### config.mk
export PLATFORM = sky130hd
export DESIGN_NAME = sde_trig_sequencer
export DESIGN_NICKNAME = d
export VERILOG_FILES = /design/src/rtl/sde_trig_sequencer.sv
export SDC_FILE = /design/constraint.sdc
export NUM_CORES = 1
export LEC_CHECK = 0
export ABC_AREA = 1
export CORE_MARGIN = 8
export CORE_UTILIZATION = 48
export DETAILED_ROUTE_END_ITERATION = 7
export DONT_BUFFER_PORTS = 1
export HOLD_SLACK_MARGIN = 0.02
export SLEW_MARGIN = 20
export SYNTH_ARGS = -nofsm -noshare
export SYNTH_HDL_FRONTEND = slang
export SYNTH_SLANG_ARGS = --single-unit
### constraint.sdc
create_clock -name CLK120 -period 2.7 [get_ports CLK120]
set_input_delay 0.54 -clock CLK120 [delete_from_list [all_inputs] [get_ports CLK120]]
set_output_delay 0.54 -clock CLK120 [all_outputs]
set_load 0.005 [all_outputs]
### src/rtl/sde_trig_sequencer.sv
`default_nettype none
// ============================================================================
// Module   : sde_trig_sequencer
// Merges enabled trigger pulses into one event trigger, with holdoff and counters.
// Revision : 1.0
// ============================================================================
module sde_trig_sequencer #(
    parameter int N_SRC     = 8,
    parameter int WIN_SIZE  = 4,
    parameter int HOLD_SIZE = 16,
    parameter int CNT_SIZE  = 24
) (
    input  logic                 CLK120,
    input  logic                 RESET,
    input  logic [N_SRC-1:0]     TRIG_IN,
    input  logic [N_SRC-1:0]     SRC_ENABLE,
    input  logic [WIN_SIZE-1:0]  COLLECT_WIN,
    input  logic [HOLD_SIZE-1:0] HOLDOFF,
    input  logic                 BUF_AVAIL,
    input  logic                 EVT_ACK,
    input  logic                 CLR_COUNTS,
    output logic                 TRIG_OUT,
    output logic [N_SRC-1:0]     TRIG_TYPE,
    output logic                 BUSY,
    output logic [CNT_SIZE-1:0]  TRIG_COUNT,
    output logic [CNT_SIZE-1:0]  DEAD_COUNT
);

    typedef enum logic [1:0] {
        S_IDLE     = 2'd0,
        S_COLLECT  = 2'd1,
        S_WAIT_ACK = 2'd2,
        S_HOLDOFF  = 2'd3
    } state_t;

    state_t                r_state;
    state_t                w_state_next;
    logic [N_SRC-1:0]      r_acc;
    logic [WIN_SIZE-1:0]   r_wcnt;
    logic [HOLD_SIZE-1:0]  r_hcnt;
    logic                  r_trig_out;
    logic [N_SRC-1:0]      r_trig_type;
    logic                  r_busy;
    logic [CNT_SIZE-1:0]   r_trig_count;
    logic [CNT_SIZE-1:0]   r_dead_count;

    logic [N_SRC-1:0]      w_m;
    logic                  w_hit;
    logic                  w_accept;
    logic                  w_dead;

    assign w_m      = TRIG_IN & SRC_ENABLE;
    assign w_hit    = |w_m;
    assign w_accept = (r_state == S_COLLECT) && (r_wcnt == '0);
    // A rejected cycle counts once no matter how many sources fired.
    assign w_dead   = w_hit && (((r_state == S_IDLE) && !BUF_AVAIL) ||
                                (r_state == S_WAIT_ACK) || (r_state == S_HOLDOFF));

    always_comb begin
        w_state_next = r_state;
        case (r_state)
            S_IDLE:     if (w_hit && BUF_AVAIL) w_state_next = S_COLLECT;
            S_COLLECT:  if (r_wcnt == '0) w_state_next = S_WAIT_ACK;
            S_WAIT_ACK: if (EVT_ACK) w_state_next = (HOLDOFF == '0) ? S_IDLE : S_HOLDOFF;
            S_HOLDOFF:  if (r_hcnt == '0) w_state_next = S_IDLE;
            default:    w_state_next = S_IDLE;
        endcase
    end

    always_ff @(posedge CLK120) begin
        if (RESET) begin
            r_state      <= S_IDLE;
            r_acc        <= '0;
            r_wcnt       <= '0;
            r_hcnt       <= '0;
            r_trig_out   <= 1'b0;
            r_trig_type  <= '0;
            r_busy       <= 1'b0;
            r_trig_count <= '0;
            r_dead_count <= '0;
        end else begin
            r_state    <= w_state_next;
            r_trig_out <= w_accept;
            r_busy     <= (w_state_next != S_IDLE) || !BUF_AVAIL;

            case (r_state)
                S_IDLE: begin
                    if (w_hit && BUF_AVAIL) begin
                        r_acc  <= w_m;
                        r_wcnt <= COLLECT_WIN;
                    end
                end
                S_COLLECT: begin
                    r_acc <= r_acc | w_m;
                    if (r_wcnt != '0)
                        r_wcnt <= r_wcnt - 1'b1;
                    else
                        r_trig_type <= r_acc | w_m;
                end
                S_WAIT_ACK: begin
                    if (EVT_ACK) begin
                        if (HOLDOFF == '0)
                            r_trig_type <= '0;
                        else
                            r_hcnt <= HOLDOFF - 1'b1;
                    end
                end
                S_HOLDOFF: begin
                    if (r_hcnt == '0)
                        r_trig_type <= '0;
                    else
                        r_hcnt <= r_hcnt - 1'b1;
                end
                default: ;
            endcase

            if (CLR_COUNTS) begin
                r_trig_count <= '0;
                r_dead_count <= '0;
            end else begin
                if (w_accept && (r_trig_count != '1))
                    r_trig_count <= r_trig_count + 1'b1;
                if (w_dead && (r_dead_count != '1))
                    r_dead_count <= r_dead_count + 1'b1;
            end
        end
    end

    assign TRIG_OUT   = r_trig_out;
    assign TRIG_TYPE  = r_trig_type;
    assign BUSY       = r_busy;
    assign TRIG_COUNT = r_trig_count;
    assign DEAD_COUNT = r_dead_count;

endmodule
`default_nettype wire

# == Word level (Yosys, flattened, before mapping) ==
# Index checks and enable logic that the tools add are counted.
# totals
ff_bits,88
input_bits,41
output_inout_bits,58
wordCells,74
# op_classes
add_sub_neg,5
eq_ne,13
muxes,20
bitwise_logic,2
reduce_logical,25
# op_table
cell,count
"adder 24 x 1 -> 24 bit, second input constant",2
2-to-1 mux 16 bit,3
"inequality test 24 bit, second input constant",2
2-to-1 mux 8 bit,5
zero test 16 bit,2
case mux 16 bit (2 select lines),1
"subtractor 16 x 1 -> 16 bit, second input constant",2
case mux 8 bit (3 select lines),1
case mux 8 bit (2 select lines),1
2-to-1 mux 2 bit,5
bitwise AND 8 bit,1
2-to-1 mux 4 bit,2
"inequality test 2 x 1 -> 1 bit, second input constant",4
"inequality test 2 bit, second input constant",4
OR 8 bit,1
case mux 2 bit (4 select lines),1
case mux 4 bit (2 select lines),1
OR reduction 8 bit,1
logical AND 1 bit,6
nonzero test 2 bit,3
AND reduction 5 bit,1
"== test 2 bit, second input constant",2
zero test 4 bit,1
AND reduction 4 bit,1
10 further kinds,12

# == Logic depth before layout (Yosys ltp) ==
# Gate-level depths: netlist of run 1.
# logic_depth
depth_word,7
mapped_depth,15
mapped_depth_nobuf,13

# == Worst setup path before layout of run 1 ==
# Ideal clock, no wire load.
# synth_path
path_kind,reg2reg
startpoint,register r_state[0]
endpoint,register r_hcnt[12]
setup_ns,0.109
arrival_time_ns,1.693
required_time_ns,2.591
setup_slack_ns,0.898
path_stages_with_launch,16
n_path_buf,2
synth_period_minus_slack_ns,1.802
path_cell_list,dfxtp_1 -> buf_6 -> nand2_4 -> buf_6 -> nand2_1 -> nand2_2 -> ha_1 -> inv_1 -> nor2_1 -> nand2_2 -> nor2_2 -> nand2_1 -> nand2_1 -> nand3_1 -> nand2_1 -> inv_1
# synth_via
elab_chain_len,3
elab_cells_between_ends,8
cone_classes,eq/ne (5); mux (1); reduce/logical (2)
# synth_lines
element,line_no,text
start: declaration,36,state_t r_state;
start signal: assignment,82,r_state <= w_state_next;
== test 2 bit,86,case (r_state)
inequality test 2 bit (no source line) or nonzero test 2 bit (tied branches),-,
AND reduction 4 bit (no source line),-,
end signal: assignment,105,r_hcnt <= HOLDOFF - 1'b1;
end signal: assignment,112,r_hcnt <= r_hcnt - 1'b1;
end: declaration,40,logic [HOLD_SIZE-1:0] r_hcnt;
# Several ways; a longest one is shown, not always the timed one.
# A chain may end at the register's enable or synchronous reset.

# == Worst setup path in the final report of run 1 ==
# layout_path
startpoint,"register r_dead_count[0], in the netlist DEAD_COUNT[0]"
endpoint,"register r_dead_count[11], in the netlist DEAD_COUNT[11]"
# layout_via
elab_chain_len,2
elab_cells_between_ends,3
cone_classes,add/sub (1); eq/ne (1); reduce/logical (1)
# layout_lines
element,line_no,text
start: declaration,45,logic [CNT_SIZE-1:0] r_dead_count;
start signal: assignment,124,r_dead_count <= r_dead_count + 1'b1;
branches (longest 2 deep; another with adder 24 x 1 -> 24 bit),-,
# Parallel ways; which one is timed is not known.

==> summary.txt, run 1 <==
Outcome
  • Status: complete, no violations

Synthesis
  • Synthesized flop and latch total: 88
  • Mapped Nets: 970
  • Number of flops mapped to enable cells by yosys: 0
  • Synthesized area per cell: roughly 6 um2
  • Sequential element share of the synthesized area: between 30% and 40%
  • Synth Flop Type: dfxtp_1
  • Async set-reset flop share out of synthesis: 0%
  • Distinct cell type count after synthesis: 31
  • Synthesized cell area: approximately 5600 um2
  • Area leader, netlist: dfxtp_1
  • Most frequent cell after synthesis: nand2_1
  • Cells after Synth: roughly 930
  • Top post-synthesis cells by area: dfxtp_1, nand2_1, nor2_1
  • Synth cell count leaders: nand2_1, nor2_1, dfxtp_1
  • Synth Warn #: 0
  • Synth top area share: between 30% and 40%

Pwr
  • P_int: 2770 uW
  • Maximum vdd drop: 454 uV
  • Logic pwr share: between 30 and 40%
  • PwrDens: just under 800 nW/um2
  • Switching power: 1920 uW
  • Seq pwr share: 35.1%
  • Clock share of power: ~28%
  • Leakage Power: ~0.0024 uW
  • Net Sw Frac: between 40 and 50%

Clock tree
  • Post-CTS Resized: 0
  • Clock transition at path regs: 0.07 ns
  • Root buffer cell: clkbuf_16
  • Clk sinks: 88
  • Setup Fix Bufs, Post-CTS: 0
  • Skew-Pair Late Insertion Delay: about 0.35 ns
  • Hold Buf Count CTS: 0
  • CTS buffer count: 9
  • CTS tree: yes
  • H-tree depth: 3
  • CTS Buffer Depth: 2

GRT
  • GR Util All Layers: roughly a fifth
  • Initial antenna violation count: 0
  • Total gr overflow: 0
  • Pin count of the biggest net entering global routing: 28
  • Met1 Use GR: roughly 26%
  • GR Util met2: between 30% and 40%
  • Global-route wire length before repair: roughly 25 mm
  • GRT busiest layer: met2
  • Met3 usage: 5.30%
  • Vias in the first global route: about 5100

Floorplanning
  • I/O Pins: ~100
  • Initial Util: a little under 50%
  • DIE WIDTH: 124 um
  • Chip Height: between 100 and 150 um
  • Die area: approximately 15000 um2
  • Row cnt: 39
  • CORE AREA: approximately 11000 um2

Timing
  • Setup TNS: 0 ns
  • Unrepaired setup endpoints after global routing: no
  • Worst slew pin tran: 0.999 ns
  • Final setup fails: 0
  • Final slew viol count: 0
  • Clock skew: 0.00612 ns
  • Hold WS: between 0.2 and 0.3 ns
  • Fin crit period: 2.32 ns
  • Final Hold Vio Count: 0
  • Final period util: roughly 86%
  • Slew HR: 33.4%
  • Max Fclk: ~0.43 GHz

Placement
  • DP Cell Count: between 1000 and 1500
  • HPWL Detailed: around 12 mm
  • Port buffer count: 0
  • Placer Congestion: between 0.8 and 0.9

Setup path
  • WS Path Type: flip-flop to flip-flop
  • Crit path DAT: 2.60 ns
  • Slowest stage delay, CP: about 0.75 ns
  • Critical Path Slowest Stage Cell: a21oi_2
  • Worst endpoint required time: between 2 and 3 ns
  • Crit path cell chain: ha_1, nand2_1, nor2_4, nand2_1, nor2_4, a21oi_2, o21ai_0, a21oi_1
  • CP Max Fanout: 23
  • Startpoint types: flip-flop
  • Crit path capture type: flip-flop

Cells and area
  • Non-filler cells in the finished layout: 1066
  • Area of the multi-input gates: approximately 3400 um2
  • Area delta synth->final: 6.65%
  • Fill count: between 1000 and 1500
  • ANT cells: 0
  • Share of cells above drive strength 1: 5.85%
  • Register area: around 1800 um2
  • Final Net Count: between 900 and 1000

Detailed routing
  • DRC viols: 0
  • Antenna Nets Post-Route: 0
  • Vias per std cell: slightly above 5
  • Iter 0 DRT Violations: between 300 and 400
  • DR pass1 iterations: 5
  • Total Wirelength: 15.3 mm
  • Routed wire length per instance: between 10 and 15 um
  • DR vias: ~5500

Hold path
  • Hold Crit Class: input port to flip-flop

Job
  • Max_cap viols: 0
-- through the flow --
step                      utilization, %  setup slack (ns)  instance area (um2)  power (uW)
after floorplan                        -             0.898                 5610        3160
after detailed placement            49.7             0.372                 5680        3430
after global placement              49.7             0.450                 5680        3400
after global routing                52.4             0.164                 5980        5060
final                               52.4             0.381                 5980        4690
after CTS                           52.4             0.366                 5980        4730
-- worst paths after layout --
path                         startpoint                          end  slack (ns)  cells past startpoint
max          DEAD_COUNT[0]$_SDFFE_PP0P_  DEAD_COUNT[11]$_SDFFE_PP0P_        0.38                      8
min                               RESET        r_acc[5]$_SDFFE_PP0P_        0.26                      1
max reg2reg  DEAD_COUNT[0]$_SDFFE_PP0P_  DEAD_COUNT[11]$_SDFFE_PP0P_        0.38                      8
min reg2reg       r_acc[5]$_SDFFE_PP0P_        r_acc[5]$_SDFFE_PP0P_        0.45                      2
-- worst max-delay path: cells and delay by family (launching register included) --
kind | cells | cell delay (ns)
simple gates | 4 | 0.41
flops | 1 | 0.40
compound gates | 3 | 1.13
fa+ha+maj | 1 | 0.30
-- final cells by class --
type / instances / share of cell area (%)
multi-input combinational: 728 / 56.0
tap: 143 / 2.99
sequential: 88 / 29.5
inverter: 82 / 5.15
clock buffer: 12 / 4.12
timing repair buffer: 9 / 1.34
clock inverter: 4 / 0.900
-- per-layer routing --
metal | wire (um) | vias up
met4 | 197 | 0
met5 | 0 | -
met1 | 6820 | 2450
met3 | 1140 | 13
li1 | - | 2888
met2 | 7170 | 125
-- power groups by stage --
stage | registers (uW) | clock network [uW] | logic [uW]
after detailed placement | 1680 | 0 | 1760
after global routing | 1670 | 1380 | 2010
after floorplan | 1630 | 0 | 1530
after global placement | 1670 | 0 | 1730
final | 1650 | 1290 | 1750
after CTS | 1650 | 1320 | 1760
-- registers in the layout, indices dropped and copies added (netlist names) --
register	count
TRIG_COUNT	24
r_state	2
r_wcnt	4
r_hcnt	16
TRIG_OUT	1
DEAD_COUNT	24
BUSY	1
r_acc	8
TRIG_TYPE	8
-- cell usage in the layout, fill, tap and decap left out, types with 8 or more instances in the layout --
cell type / n
a21oi_1: 61
buf_4: 8
clkbuf_16: 9
dfxtp_1: 88
inv_1: 79
nand2_1: 338
nand3_1: 75
nand3b_1: 11
nand4_1: 10
nor2_1: 137
o21ai_0: 30
xnor2_1: 12
xor2_1: 18
-- cell families after synthesis --
group	Yosys count	synth area share, %
DFF	88	31.4
AOI/OAI and AO/OA	97	9.10
buffers and inverters	109	8.81
and+or+nand+nor	597	45.1
xor gates and xnor gates	30	4.69
adders and majority gates	4	0.892
Note: power is estimated with default switching activity, not from simulation.
==> run 2, diff against run 1 <==
--- a/config.mk
+++ b/config.mk
@@ -11,6 +11,7 @@
 export DETAILED_ROUTE_END_ITERATION = 7
 export DONT_BUFFER_PORTS = 1
 export HOLD_SLACK_MARGIN = 0.02
+export RECOVER_POWER = 100
 export SLEW_MARGIN = 20
 export SYNTH_ARGS = -nofsm -noshare
 export SYNTH_HDL_FRONTEND = slang
==> run 2 against run 1 <==
  * Critical path depth did not move
  * Non-clock buffer count stayed put
  * Routed wire length shrank 0.38%
  * Core utilization down 0.46 points
  * Critical endpoint is now TRIG_COUNT[14]$_SDFFE_PP0P_
  * Design area shrank 0.88%
==> summary.txt, run 2 (synthesized netlist as in run 1, its figures left out) <==
Job
  • Max_cap viols: 0 (unchanged)

Clock tree
  • H-tree depth: 3 (unchanged)
  • CTS Buffer Depth: 2 (unchanged)
  • Root buffer cell: clkbuf_16
  • Hold Buf Count CTS: 0 (unchanged)
  • Post-CTS Resized: 0 (unchanged)
  • Skew-Pair Late Insertion Delay: 0.34 ns (about the same)
  • Setup Fix Bufs, Post-CTS: 0 (unchanged)
  • Clk sinks: 88 (unchanged)
  • CTS tree: yes
  • CTS buffer count: 9 (unchanged)
  • Clock transition at path regs: 0.06 ns (about the same)

GRT
  • GR Util All Layers: 20.2% (unchanged)
  • Vias in the first global route: 5080 (unchanged)
  • Total gr overflow: 0 (unchanged)
  • Global-route wire length before repair: 25.0 mm (unchanged)
  • Initial antenna violation count: 0 (unchanged)
  • Pin count of the biggest net entering global routing: 28 (unchanged)

Detailed routing
  • DR vias: 5468 (-0.15%)
  • DR pass1 iterations: 4 (-1)
  • Antenna Nets Post-Route: 0 (unchanged)
  • Routed wire length per instance: 14.3 um (-0.38%)
  • Vias per std cell: 5.13 (-0.15%)
  • DRC viols: 0 (unchanged)
  • Iter 0 DRT Violations: 429 (+16%)
  • Total Wirelength: 15.3 mm (-0.38%)

Placement
  • HPWL Detailed: 11.5 mm (unchanged)
  • Port buffer count: 0 (unchanged)
  • Placer Congestion: 0.887 (unchanged)

Setup path
  • Slowest stage delay, CP: 0.51 ns (-0.24 ns)
  • Crit path cell chain: buf_4, nand2_1, nor2_1, nand2_2, clkbuf_2, o21bai_1, nand2_1, nor2_1
  • Crit path capture type: flip-flop
  • Critical Path Slowest Stage Cell: nor2_1
  • Worst endpoint required time: 2.98 ns (about the same)
  • WS Path Type: flip-flop to flip-flop
  • CP Max Fanout: 25 (+8.7%)
  • Top delay family on crit path: simple AND/OR/NAND/NOR gates
  • Crit path DAT: 2.61 ns (about the same)
  • Startpoint types: flip-flop
  • CP bufs+invs: 2 (+2)

Timing
  • Clock skew: 0.00524 ns (-0.000874 ns)
  • Final slew viol count: 0 (unchanged)
  • Fin crit period: 2.33 ns (+0.00771 ns)
  • Setup TNS: 0 ns (unchanged)
  • Hold WS: 0.258 ns (+0.00104 ns)
  • Max Fclk: 0.430 GHz (-0.33%)
  • Worst slew pin tran: 0.991 ns (-0.00837 ns)
  • Slew HR: 34.0% (+0.56 points)
  • Final Hold Vio Count: 0 (unchanged)
  • Unrepaired setup endpoints after global routing: no
  • Final setup fails: 0 (unchanged)
  • Final period util: 86.2% (+0.29 points)

Hold path
  • Hold Crit Class: input port to flip-flop

Pwr
  • Maximum vdd drop: 450 uV (-0.73%)
  • Leakage Power: 0.00241 uW (-0.53%)
  • PwrDens: 782 nW/um2 (-0.25%)

Floorplanning
  • Chip Height: 124 um (unchanged)
  • Die area: 15400 um2 (unchanged)
  • Initial Util: 49.1% (unchanged)
  • I/O Pins: 99 (unchanged)
  • DIE WIDTH: 124 um (unchanged)
  • CORE AREA: 11400 um2 (unchanged)
  • Row cnt: 39 (unchanged)

Cells and area
  • Final Net Count: 963 (unchanged)
  • Most frequent cells in the layout: nand2_1, nor2_1, dfxtp_1, inv_1, nand3_1
  • Share of cells above drive strength 1: 4.77% (-1.1 points)
  • ANT cells: 0 (unchanged)
  • Area delta synth->final: 5.71%
  • Commonest non-fill, non-tap cell in the layout: nand2_1

Outcome
  • Status: complete, no violations
-- run 2: through the flow --
stage / instances / area [um2] / power [uW] / worst slack (ns) / utilization (%)
floorplan: 925 / 5610 / 3160 / 0.898 / -
global placement: 1050 / 5680 / 3400 / 0.450 / 49.7
detailed placement: 1050 / 5680 / 3430 / 0.372 / 49.7
CTS: 1066 / 5980 / 4730 / 0.366 / 52.4
global route: 1066 / 5930 / 5020 / 0.107 / 51.9
finish: 1066 / 5930 / 4640 / 0.373 / 51.9
-- run 2: final cells by class --
type	instances	area, um2
fillers	1255	5490
multi-input cells	728	3310
flip-flops and latches	88	1760
inverters	82	308
clock buffers	12	246
well taps	143	179
repair buffers	9	70.1
clock inverters	4	53.8
-- run 2: per-layer routing --
| layer | track usage, % | routed length [um] | vias to the layer above | share of wire (%) |
|---|---|---|---|---|
| met1 | 25.9 | 6830 | 2449 | 45 |
| li1 | - | - | 2891 | - |
| met2 | 32.7 | 7170 | 114 | 47 |
| met4 | 5.65 | 193 | 0 | 1.3 |
| met5 | 0 | 0 | - | 0 |
| met3 | 5.30 | 1080 | 14 | 7.1 |
-- run 2: where the power goes --
part / leakage, uW / switching, uW / internal (uW)
Combinational: 0.00155 / 1200 / 500
Clock: 0.000139 / 546 / 746
Sequential: 0.000714 / 148 / 1500
Total: 0.00241 / 1900 / 2740
-- run 2: final timing paths --
kind	endpoint	cells after the start	start	slack [ns]
setup / recovery	TRIG_COUNT[14]$_SDFFE_PP0P_	8	r_state[0]$_SDFF_PP0_	0.37
hold / removal	r_acc[5]$_SDFFE_PP0P_	1	RESET	0.26
setup reg to reg	TRIG_COUNT[14]$_SDFFE_PP0P_	8	r_state[0]$_SDFF_PP0_	0.37
hold reg to reg	r_acc[5]$_SDFFE_PP0P_	2	r_acc[5]$_SDFFE_PP0P_	0.45
